[src/rtl/net_packet_decoder_pkg.sv]
// Shared definitions for the network packet decoder: packet layout, opcodes,
// decoder states and the widths the decoder slices packets into.
package net_packet_decoder_pkg;

    localparam int net_id_width_gp   = 10;
    localparam int net_addr_width_gp = 10;
    localparam int instr_length      = 16;
    localparam int rs_imm_size_gp    = 6;
    localparam int mask_length_gp    = 16;

    typedef enum logic [2:0] {
        NULL  = 3'd0,
        INSTR = 3'd1,
        REG   = 3'd2,
        PC    = 3'd3,
        BAR   = 3'd4
    } net_op_e;

    typedef struct packed {
        logic [net_id_width_gp-1:0]   net_id;
        net_op_e                      net_op;
        logic [net_addr_width_gp-1:0] net_addr;
        logic [31:0]                  net_data;
    } net_packet_s;

    typedef enum logic [1:0] {
        HALT  = 2'd0,
        DRAIN = 2'd1,
        RUN   = 2'd2
    } decoder_state_e;

    function automatic logic id_matches(input net_packet_s pkt,
                                        input logic [net_id_width_gp-1:0] id);
        return pkt.net_id == id;
    endfunction

endpackage

[src/rtl/net_packet_decoder_if.sv]
// Bundle of the decoder's network input and its imem / register-file / PC /
// barrier outputs; the decoder sits on the slave side.
interface net_packet_decoder_if #(
    parameter int imem_addr_width_p = 10
) ();
    import net_packet_decoder_pkg::*;

    net_packet_s                   net_packet_i;
    logic                          imem_ready_i;
    logic                          imem_wen_o;
    logic [imem_addr_width_p-1:0]  imem_addr_o;
    logic [instr_length-1:0]       imem_data_o;
    logic                          rf_wen_o;
    logic [rs_imm_size_gp-1:0]     rf_addr_o;
    logic [31:0]                   rf_data_o;
    logic                          pc_wen_o;
    logic [imem_addr_width_p-1:0]  pc_o;
    logic [mask_length_gp-1:0]     barrier_mask_o;
    logic                          run_o;
    logic                          error_o;

    modport master (
        output net_packet_i, imem_ready_i,
        input  imem_wen_o, imem_addr_o, imem_data_o,
        input  rf_wen_o, rf_addr_o, rf_data_o,
        input  pc_wen_o, pc_o, barrier_mask_o, run_o, error_o
    );

    modport slave (
        input  net_packet_i, imem_ready_i,
        output imem_wen_o, imem_addr_o, imem_data_o,
        output rf_wen_o, rf_addr_o, rf_data_o,
        output pc_wen_o, pc_o, barrier_mask_o, run_o, error_o
    );

endinterface

[src/rtl/net_decoder_fifo.sv]
// Two-entry instruction FIFO; slot0 is always the head, so the head data
// keeps its last value once the FIFO has drained.
module net_decoder_fifo #(
    parameter int width_p = 26
) (
    input  logic               clk,
    input  logic               reset,
    input  logic               wr_valid,
    input  logic [width_p-1:0] wr_data,
    output logic               wr_ready,
    output logic               rd_valid,
    output logic [width_p-1:0] rd_data,
    input  logic               rd_ready,
    output logic               full,
    output logic               empty
);

    logic [1:0]         count;
    logic [width_p-1:0] slot0;
    logic [width_p-1:0] slot1;
    logic               push;
    logic               pop;

    assign empty    = (count == 2'd0);
    assign full     = (count == 2'd2);
    assign rd_valid = !empty;
    assign rd_data  = slot0;
    assign pop      = rd_valid && rd_ready;
    // A pop in the same cycle frees the slot a push to a full FIFO needs.
    assign wr_ready = !full || pop;
    assign push     = wr_valid && wr_ready;

    always_ff @(posedge clk) begin
        if (!reset) begin
            count <= 2'd0;
            slot0 <= '0;
            slot1 <= '0;
        end else begin
            case ({push, pop})
                2'b10: begin
                    if (empty) slot0 <= wr_data;
                    else       slot1 <= wr_data;
                    count <= count + 2'd1;
                end
                2'b01: begin
                    if (full) slot0 <= slot1;
                    count <= count - 2'd1;
                end
                2'b11: begin
                    if (full) begin
                        slot0 <= slot1;
                        slot1 <= wr_data;
                    end else begin
                        slot0 <= wr_data;
                    end
                end
                default: ;
            endcase
        end
    end

endmodule

[src/rtl/net_packet_decoder.sv]
// Decodes network packets into imem, register-file, start-PC and barrier writes.
// Define NET_ID_FILTER_EN to drop packets whose ID differs from core_id_p.
module net_packet_decoder
    import net_packet_decoder_pkg::*;
#(
    parameter logic [net_id_width_gp-1:0] core_id_p         = 10'd1,
    parameter int                         imem_addr_width_p = 10
) (
    input logic                 clk,
    input logic                 reset,
    net_packet_decoder_if.slave bus
);

    localparam int entry_width_lp = imem_addr_width_p + instr_length;

    decoder_state_e            state;
    decoder_state_e            next_state;
    net_packet_s               pkt_r;
    logic                      live;
    logic                      fifo_push;
    logic                      fifo_wr_ready;
    logic                      fifo_full;
    logic                      fifo_empty;
    logic                      fifo_valid;
    logic [entry_width_lp-1:0] fifo_head;
    logic                      rf_we;
    logic                      pc_load;
    logic                      pc_fire;
    logic                      bar_load;
    logic                      err_set;
    logic                      unused_ok;

`ifdef NET_ID_FILTER_EN
    assign live      = (pkt_r.net_op != NULL) && id_matches(pkt_r, core_id_p);
    assign unused_ok = fifo_full;
`else
    assign live      = (pkt_r.net_op != NULL);
    assign unused_ok = ^{fifo_full, pkt_r.net_id, core_id_p};
`endif

    net_decoder_fifo #(.width_p(entry_width_lp)) fifo (
        .clk      (clk),
        .reset    (reset),
        .wr_valid (fifo_push),
        .wr_data  ({imem_addr_width_p'(pkt_r.net_addr), pkt_r.net_data[instr_length-1:0]}),
        .wr_ready (fifo_wr_ready),
        .rd_valid (fifo_valid),
        .rd_data  (fifo_head),
        .rd_ready (bus.imem_ready_i),
        .full     (fifo_full),
        .empty    (fifo_empty)
    );

    assign bus.imem_wen_o                    = fifo_valid;
    assign {bus.imem_addr_o, bus.imem_data_o} = fifo_head;
    assign bus.run_o                         = (state == RUN);

    always_ff @(posedge clk) begin
        if (!reset) state <= HALT;
        else        state <= next_state;
    end

    always_comb begin
        next_state = state;
        fifo_push  = 1'b0;
        rf_we      = 1'b0;
        pc_load    = 1'b0;
        pc_fire    = 1'b0;
        bar_load   = 1'b0;
        err_set    = 1'b0;
        case (state)
            HALT: begin
                if (live) begin
                    case (pkt_r.net_op)
                        INSTR: fifo_push = 1'b1;
                        REG:   rf_we     = 1'b1;
                        PC: begin
                            pc_load = 1'b1;
                            if (fifo_empty) begin
                                pc_fire    = 1'b1;
                                next_state = RUN;
                            end else begin
                                next_state = DRAIN;
                            end
                        end
                        BAR:     bar_load = 1'b1;
                        default: ;
                    endcase
                end
            end
            DRAIN: begin
                if (fifo_empty) begin
                    pc_fire    = 1'b1;
                    next_state = RUN;
                end
                if (live) begin
                    if (pkt_r.net_op == BAR) bar_load = 1'b1;
                    else                     err_set  = 1'b1;
                end
            end
            RUN: begin
                if (live) begin
                    if (pkt_r.net_op == BAR) bar_load = 1'b1;
                    else                     err_set  = 1'b1;
                end
            end
            default: next_state = HALT;
        endcase
        if (fifo_push && !fifo_wr_ready) err_set = 1'b1;
    end

    // Every packet effect lands one edge after the packet is captured in pkt_r.
    always_ff @(posedge clk) begin
        if (!reset) begin
            pkt_r              <= '0;
            bus.rf_wen_o       <= 1'b0;
            bus.rf_addr_o      <= '0;
            bus.rf_data_o      <= '0;
            bus.pc_wen_o       <= 1'b0;
            bus.pc_o           <= '0;
            bus.barrier_mask_o <= '0;
            bus.error_o        <= 1'b0;
        end else begin
            pkt_r        <= bus.net_packet_i;
            bus.rf_wen_o <= rf_we;
            bus.pc_wen_o <= pc_fire;
            if (rf_we) begin
                bus.rf_addr_o <= pkt_r.net_addr[rs_imm_size_gp-1:0];
                bus.rf_data_o <= pkt_r.net_data;
            end
            if (pc_load)  bus.pc_o           <= pkt_r.net_data[imem_addr_width_p-1:0];
            if (bar_load) bus.barrier_mask_o <= pkt_r.net_data[mask_length_gp-1:0];
            if (err_set)  bus.error_o        <= 1'b1;
        end
    end

endmodule

[src/flat_wrapper.sv]
// flat-port wrapper written by rule: the top's interface ports become plain ports
module net_packet_decoder_flat import net_packet_decoder_pkg::*;
#(
    parameter logic [net_id_width_gp-1:0] core_id_p         = 10'd1,
    parameter int                         imem_addr_width_p = 10
)
  (clk, reset, bus_net_packet_i, bus_imem_ready_i, bus_imem_wen_o, bus_imem_addr_o, bus_imem_data_o, bus_rf_wen_o, bus_rf_addr_o, bus_rf_data_o, bus_pc_wen_o, bus_pc_o, bus_barrier_mask_o, bus_run_o, bus_error_o);
  net_packet_decoder_if #(.imem_addr_width_p(imem_addr_width_p)) bus_i ();
  input logic clk;
  input logic reset;
  input wire logic [$bits(bus_i.net_packet_i)-1:0] bus_net_packet_i;
  input wire logic [$bits(bus_i.imem_ready_i)-1:0] bus_imem_ready_i;
  output wire logic [$bits(bus_i.imem_wen_o)-1:0] bus_imem_wen_o;
  output wire logic [$bits(bus_i.imem_addr_o)-1:0] bus_imem_addr_o;
  output wire logic [$bits(bus_i.imem_data_o)-1:0] bus_imem_data_o;
  output wire logic [$bits(bus_i.rf_wen_o)-1:0] bus_rf_wen_o;
  output wire logic [$bits(bus_i.rf_addr_o)-1:0] bus_rf_addr_o;
  output wire logic [$bits(bus_i.rf_data_o)-1:0] bus_rf_data_o;
  output wire logic [$bits(bus_i.pc_wen_o)-1:0] bus_pc_wen_o;
  output wire logic [$bits(bus_i.pc_o)-1:0] bus_pc_o;
  output wire logic [$bits(bus_i.barrier_mask_o)-1:0] bus_barrier_mask_o;
  output wire logic [$bits(bus_i.run_o)-1:0] bus_run_o;
  output wire logic [$bits(bus_i.error_o)-1:0] bus_error_o;
  assign bus_i.net_packet_i = bus_net_packet_i;
  assign bus_i.imem_ready_i = bus_imem_ready_i;
  assign bus_imem_wen_o = bus_i.imem_wen_o;
  assign bus_imem_addr_o = bus_i.imem_addr_o;
  assign bus_imem_data_o = bus_i.imem_data_o;
  assign bus_rf_wen_o = bus_i.rf_wen_o;
  assign bus_rf_addr_o = bus_i.rf_addr_o;
  assign bus_rf_data_o = bus_i.rf_data_o;
  assign bus_pc_wen_o = bus_i.pc_wen_o;
  assign bus_pc_o = bus_i.pc_o;
  assign bus_barrier_mask_o = bus_i.barrier_mask_o;
  assign bus_run_o = bus_i.run_o;
  assign bus_error_o = bus_i.error_o;
  net_packet_decoder #(.core_id_p(core_id_p), .imem_addr_width_p(imem_addr_width_p)) u_core (.clk(clk), .reset(reset), .bus(bus_i));
endmodule
[config.mk]
export PLATFORM = sky130hd
export DESIGN_NAME = net_packet_decoder_flat
export DESIGN_NICKNAME = d
export VERILOG_FILES = /design/src/rtl/net_packet_decoder_pkg.sv /design/src/rtl/net_packet_decoder_if.sv /design/src/rtl/net_decoder_fifo.sv /design/src/rtl/net_packet_decoder.sv /design/src/flat_wrapper.sv
export SDC_FILE = /design/constraint.sdc
export NUM_CORES = 1
export LEC_CHECK = 0
export ABC_AREA = 1
export CORE_ASPECT_RATIO = 1.1
export CORE_MARGIN = 10
export CORE_UTILIZATION = 50
export CTS_CLUSTER_DIAMETER = 150
export DETAILED_ROUTE_END_ITERATION = 16
export PLACE_DENSITY = 0.87
export SYNTH_ARGS = -nofsm -noshare
export SYNTH_HDL_FRONTEND = slang
export SYNTH_HIERARCHICAL = 1
export SYNTH_SLANG_ARGS = --single-unit
[constraint.sdc]
create_clock -name clk -period 2.2 [get_ports clk]
set_input_delay 0.44 -clock clk [delete_from_list [all_inputs] [get_ports clk]]
set_output_delay 0.44 -clock clk [all_outputs]
set_load 0.05 [all_outputs]
Yosys cells after proc, flatten, opt, wreduce, memory -nomap -nowiden. Index checks and enable logic that the tools add are counted.

Bits in registers: 168. Latch bits: 0. Bits in writable memories: 0. Bits in read-only memories: 0. Memories kept: 0.

Add/sub/neg operators: 2. $mul: 0. Div/mod/pow operators: 0. Magnitude comparators: 0. Equality and inequality tests: 17. Shifts and indexed selects: 0. Multiplexer cells: 33. Bitwise logic cells: 1. Reductions and logical operators: 18.

Operator list (count): 26-bit two-way mux (5); 26-bit case mux with 3 select lines (1); 26-bit case mux with 2 select lines (1); 1-bit two-way mux (19); 2-bit != test (second input constant) (5); 2-bit equality test (second input constant) (4); 2-bit two-way mux (4); 3-bit by 2-bit equality test with 1-bit output (second input constant) (2); 2-bit case mux with 3 select lines (1); 3-bit AND reduction (2); 3-bit nonzero test (2); 2-bit by 1-bit equality test with 1-bit output (second input constant) (2); 2-bit zero test (2); 2-bit by 1-bit != test with 1-bit output (second input constant) (2); 2-bit case mux with 2 select lines (1); 4-bit AND reduction (1); 2-bit nonzero test (2); 3-bit by 1-bit equality test with 1-bit output (second input constant) (1); 3-bit equality test (second input constant) (1); 1-bit logical AND (3); 1-bit zero test (3); 3-bit OR reduction (1); 2-bit by 1-bit adder with 2-bit output (second input constant) (1); 1-bit case mux with 2 select lines (1); 4 further kinds (4).

Longest topological paths before layout.
Depth after elaboration: 8. Mapped depth: 12. Depth with buffers taken out: 11.

By module. Netlist, hierarchy kept.

Modules (own cells, without submodules): net_packet_decoder (instances 1, cells each 462, area an instance 3786.1 um^2); net_decoder_fifo (instances 1, cells each 423, area an instance 2758.9 um^2).

Least setup slack after synthesis. OpenSTA, ideal clock, no wires.

Kind: register to register. Start point: register u_core.state[0]. End point: register u_core.fifo.slot0[10] (netlist: u_core/fifo/rd_data[10]). Arrival time: 1701 ps. Data required time: 2091 ps. Setup slack: 390 ps. Cell stages (with the launch flop): 12. Buffers on the path: 2. Cells stage by stage: dfxtp_1 -> inv_1 -> ha_1 -> nand2_1 -> nor2_1 -> nand2_1 -> buf_4 -> buf_2 -> nand3_1 -> nand3_1 -> nand2_1 -> inv_1.

Word-level cells in the longest chain between the ends: 6. Elaborated cells on any way between the ends: 11. Those cells by class: eq/ne: 5; mux: 2; reduce/logical: 4.

Ends and longest elaborated chain: start, declared (RTL line net_packet_decoder.sv:16) `decoder_state_e state;`; start signal, assigned (RTL line net_packet_decoder.sv:60) `else state <= next_state;`; 2-bit zero test * (RTL line net_packet_decoder.sv:71) `case (state)`; 1-bit two-way mux * (RTL line net_packet_decoder.sv:71); net u_core.fifo_push (RTL line net_packet_decoder.sv:20) `logic fifo_push;`; 1-bit logical AND * (RTL line net_decoder_fifo.sv:31) `assign push = wr_valid && wr_ready;`; 2-bit equality test or 2-bit by 1-bit equality test with 1-bit output (tied branches) (RTL line net_decoder_fifo.sv:39) `case ({push, pop})`; 2-bit != test (no line) or 3-bit nonzero test (tied branches); 3-bit AND reduction (no line); end signal, assigned (RTL line net_decoder_fifo.sv:41) `if (empty) slot0 <= wr_data;`; end signal, assigned (RTL line net_decoder_fifo.sv:46) `if (full) slot0 <= slot1;`; end signal, assigned (RTL line net_decoder_fifo.sv:51) `slot0 <= slot1;`; end, declared (RTL line net_decoder_fifo.sv:19) `logic [width_p-1:0] slot0;`.

The timed path passes the listed nets; every way through them passes the cells marked *. A chain may end at the register's enable or synchronous reset.

Worst setup path in the final report.
Start point: register u_core.bus.barrier_mask_o[0]. End point: output port bus_barrier_mask_o[0].

RTL lines: start, declared (RTL line net_packet_decoder_if.sv:33) `output pc_wen_o, pc_o, barrier_mask_o, run_o, error_o`; start signal, assigned (RTL line net_packet_decoder.sv:132) `if (bar_load) bus.barrier_mask_o <= pkt_r.net_data[mask_length_gp-1:0];`; end, declared (RTL line flat_wrapper.sv:21) `output wire logic [$bits(bus_i.barrier_mask_o)-1:0] bus_barrier_mask_o;`.

No word-level cell between the ends.

==> results.toml <==
[run_status]
status = "finished, final reports clean"

[routing]
wirelength_um = 16800
met1Wirelength_um = 7020
routed-wl-met3_um = 1600
route.met2.wl_um = 7890
vias_per_cell = 4.81
wl_per_cell_um = 14.2
antenna_left = 0
vias = 5690
drtIter0Drc = 443
top_layer = "met4"
dr.pass1.iters = 5
drc = 0

[die]
die_w_um = 129
dieHeight_um = 140
coreArea_um2 = 12700
io_pins = 153
initial_core_util_pct = 51.5
die_area_um2 = 18100
fp-row-count = 43

[cells_and_area]
area_growth_pct = 31.3
num_antenna_cells = 0
nNetsFinal = 1074
final_common_cell = "nor2_1"
final_cells = 1182
final_cell_mix = "189 x nor2_1, 168 x dfxtp_1, 139 x clkdlybuf4s50_1"
fin_area_um2 = 8600
layout-drive-gt1-share_pct = 6.63

[synth]
synth_fp_nets = 947
syn_inst = 885
synth_cell_types = 26
synth.avg_cell_area_um2 = 7.40
ys_seq_area_share_pct = 51.4
ys_seq_elements = 168
yosys_warnings = 6
syn-cell-area_um2 = 6550

[timing]
tightest_slew_ns = 0.674
finalMaxSlewViolations = 0
finalCritPeriodShare_pct = 92.8
slew_headroom_pct = 55.0
fmax_mhz = 490
fin_skew_ns = 0.0112
finalHoldViolations = 0
setup_viol = 0
fin_crit_ns = 2.04

[global_route]
grt.overflow.total = 0
antenna_found_initial = 0
grt_usage_pct = 18.1
grt_pass1_vias = 5235
grt_max_degree = 68
grt_pass1_wl_um = 26600

[job]
cap_viol_max_count = 0

[critical_path]
cp_max_fo = 2
startpoint_type = "flop"
crit_buf_inv = 1
worstPathCellList = "clkdlybuf4s50_1"
path_class = "flop to output port"
critPathCaptureType = "output port"
slowest_stage = "clkdlybuf4s50_1"
worstPathRequired_ns = 1.76
arrival_ns = 1.60
cp_top_family = "buffers and inverters"
slowest_delay_ns = 0.86

[clocking]
cts_resized = 0
cts_setup_buffers = 0
cts_tree = "built"
cts-buffers-inserted = 17
cts.sinks = 168
clockBufferDepth = 2
cts.clk_slew.worst_paths_ns = 0.07
cts-root-buf = "clkbuf_16"
cts_hold_buf = 0
clk_latency_ns = 0.41
htreeDepth = 4

[placed_design]
numPortBuffers = 142
dp_cells = 1150
placement.cell_area_um2 = 7990
hpwl_um = 11500
place_congestion = 0.889

[power]
p_per_area_nw_per_um2 = 876
vdd_drop_max_v = 0.000485
leakage_nw = 4.02

[min_path]
min_path_type = "flop to flop"
[cell usage after synthesis, drive strengths merged]
library cell | number | area, um^2
buf | 28 | 240
nand3 | 83 | 420
clkinv | 2 | 7.51
nand2 | 144 | 573
o31ai | 1 | 7.51
ha | 4 | 50.1
nor3 | 1 | 16.3
inv | 140 | 526
nand4 | 2 | 12.5
dfxtp | 168 | 3360
nor2 | 192 | 747
a21oi | 33 | 165
clkbuf | 18 | 67.6
o21ai | 69 | 349
[through the flow]
| stage | power (mW) | worst slack (ns) | hold WS [ns] | util [%] | setup TNS (ns) |
|---|---|---|---|---|---|
| final | 7.53 | 0.158 | 0.457 | 67.7 | 0 |
| after global routing | 7.82 | -0.00630 | 0.475 | 67.7 | -0.00630 |
| after CTS | 7.58 | 0.0832 | 0.449 | 67.6 | 0 |
| after detailed placement | 4.62 | 0.116 | 0.442 | 62.9 | 0 |
| after global placement | 4.60 | 0.205 | 0.432 | 62.9 | 0 |
| after floorplan | 4.20 | 0.390 | 0.431 | - | 0 |
[where the power goes]
| part | internal, mW | switching [mW] |
|---|---|---|
| clock network | 1.75 | 1.22 |
| registers | 3.21 | 0.111 |
| logic | 0.424 | 0.814 |
| total | 5.38 | 2.14 |
[worst paths after layout]
check | start | endpoint | slack, ns | cells past startpoint
worst max-delay path | u_core/bus.barrier_mask_o[0] | bus_barrier_mask_o[0] | 0.16 | 1
worst min-delay path | u_core/pkt_r[21] | u_core/bus.rf_data_o[21] | 0.46 | 2
worst max register to register | u_core/state[0] | u_core/fifo/slot1[20] | 0.19 | 10
worst min register to register | u_core/pkt_r[21] | u_core/bus.rf_data_o[21] | 0.46 | 2
[registers in the layout, summed over array words and instances, names as in the netlist]
name                       flops
u_core/bus.error_o             1
u_core/fifo/rd_data           26
u_core/fifo/count              2
u_core/bus.pc_wen_o            1
u_core/bus.rf_data_o          32
u_core/state                   2
u_core/pkt_r                  45
u_core/bus.pc_o               10
u_core/bus.barrier_mask_o     16
u_core/bus.rf_addr_o           6
u_core/bus.rf_wen_o            1
u_core/fifo/slot1             26
[final cells by class]
class / instances / area (um^2)
clock inverter: 13 / 141
inverter: 142 / 536
sequential: 168 / 3360
fill: 987 / 4100
clock buffer: 19 / 453
timing repair buffer: 154 / 1550
tap: 157 / 196
multi-input combinational: 529 / 2350
[worst min-delay path: stages (launching register included)]
cell     delay (ns)
dfxtp_1        0.31
nor2_1         0.04
nor2_1         0.08
[logic make-up after synthesis]
family	count (synthesis)	share of synthesized area, %
AOI/OAI and AO/OA	103	7.97
adders and majority gates	4	0.765
buffers and inverters	188	12.8
DFF	168	51.4
and+or+nand+nor	422	27.0
[per-layer routing]
layer	GRT usage (%)	vias to the layer above
met2	28.2	174
met4	5.63	0
li1	-	2949
met1	21.9	2550
met3	8.23	17
met5	0	-
Power figures use the tool's default switching activity.
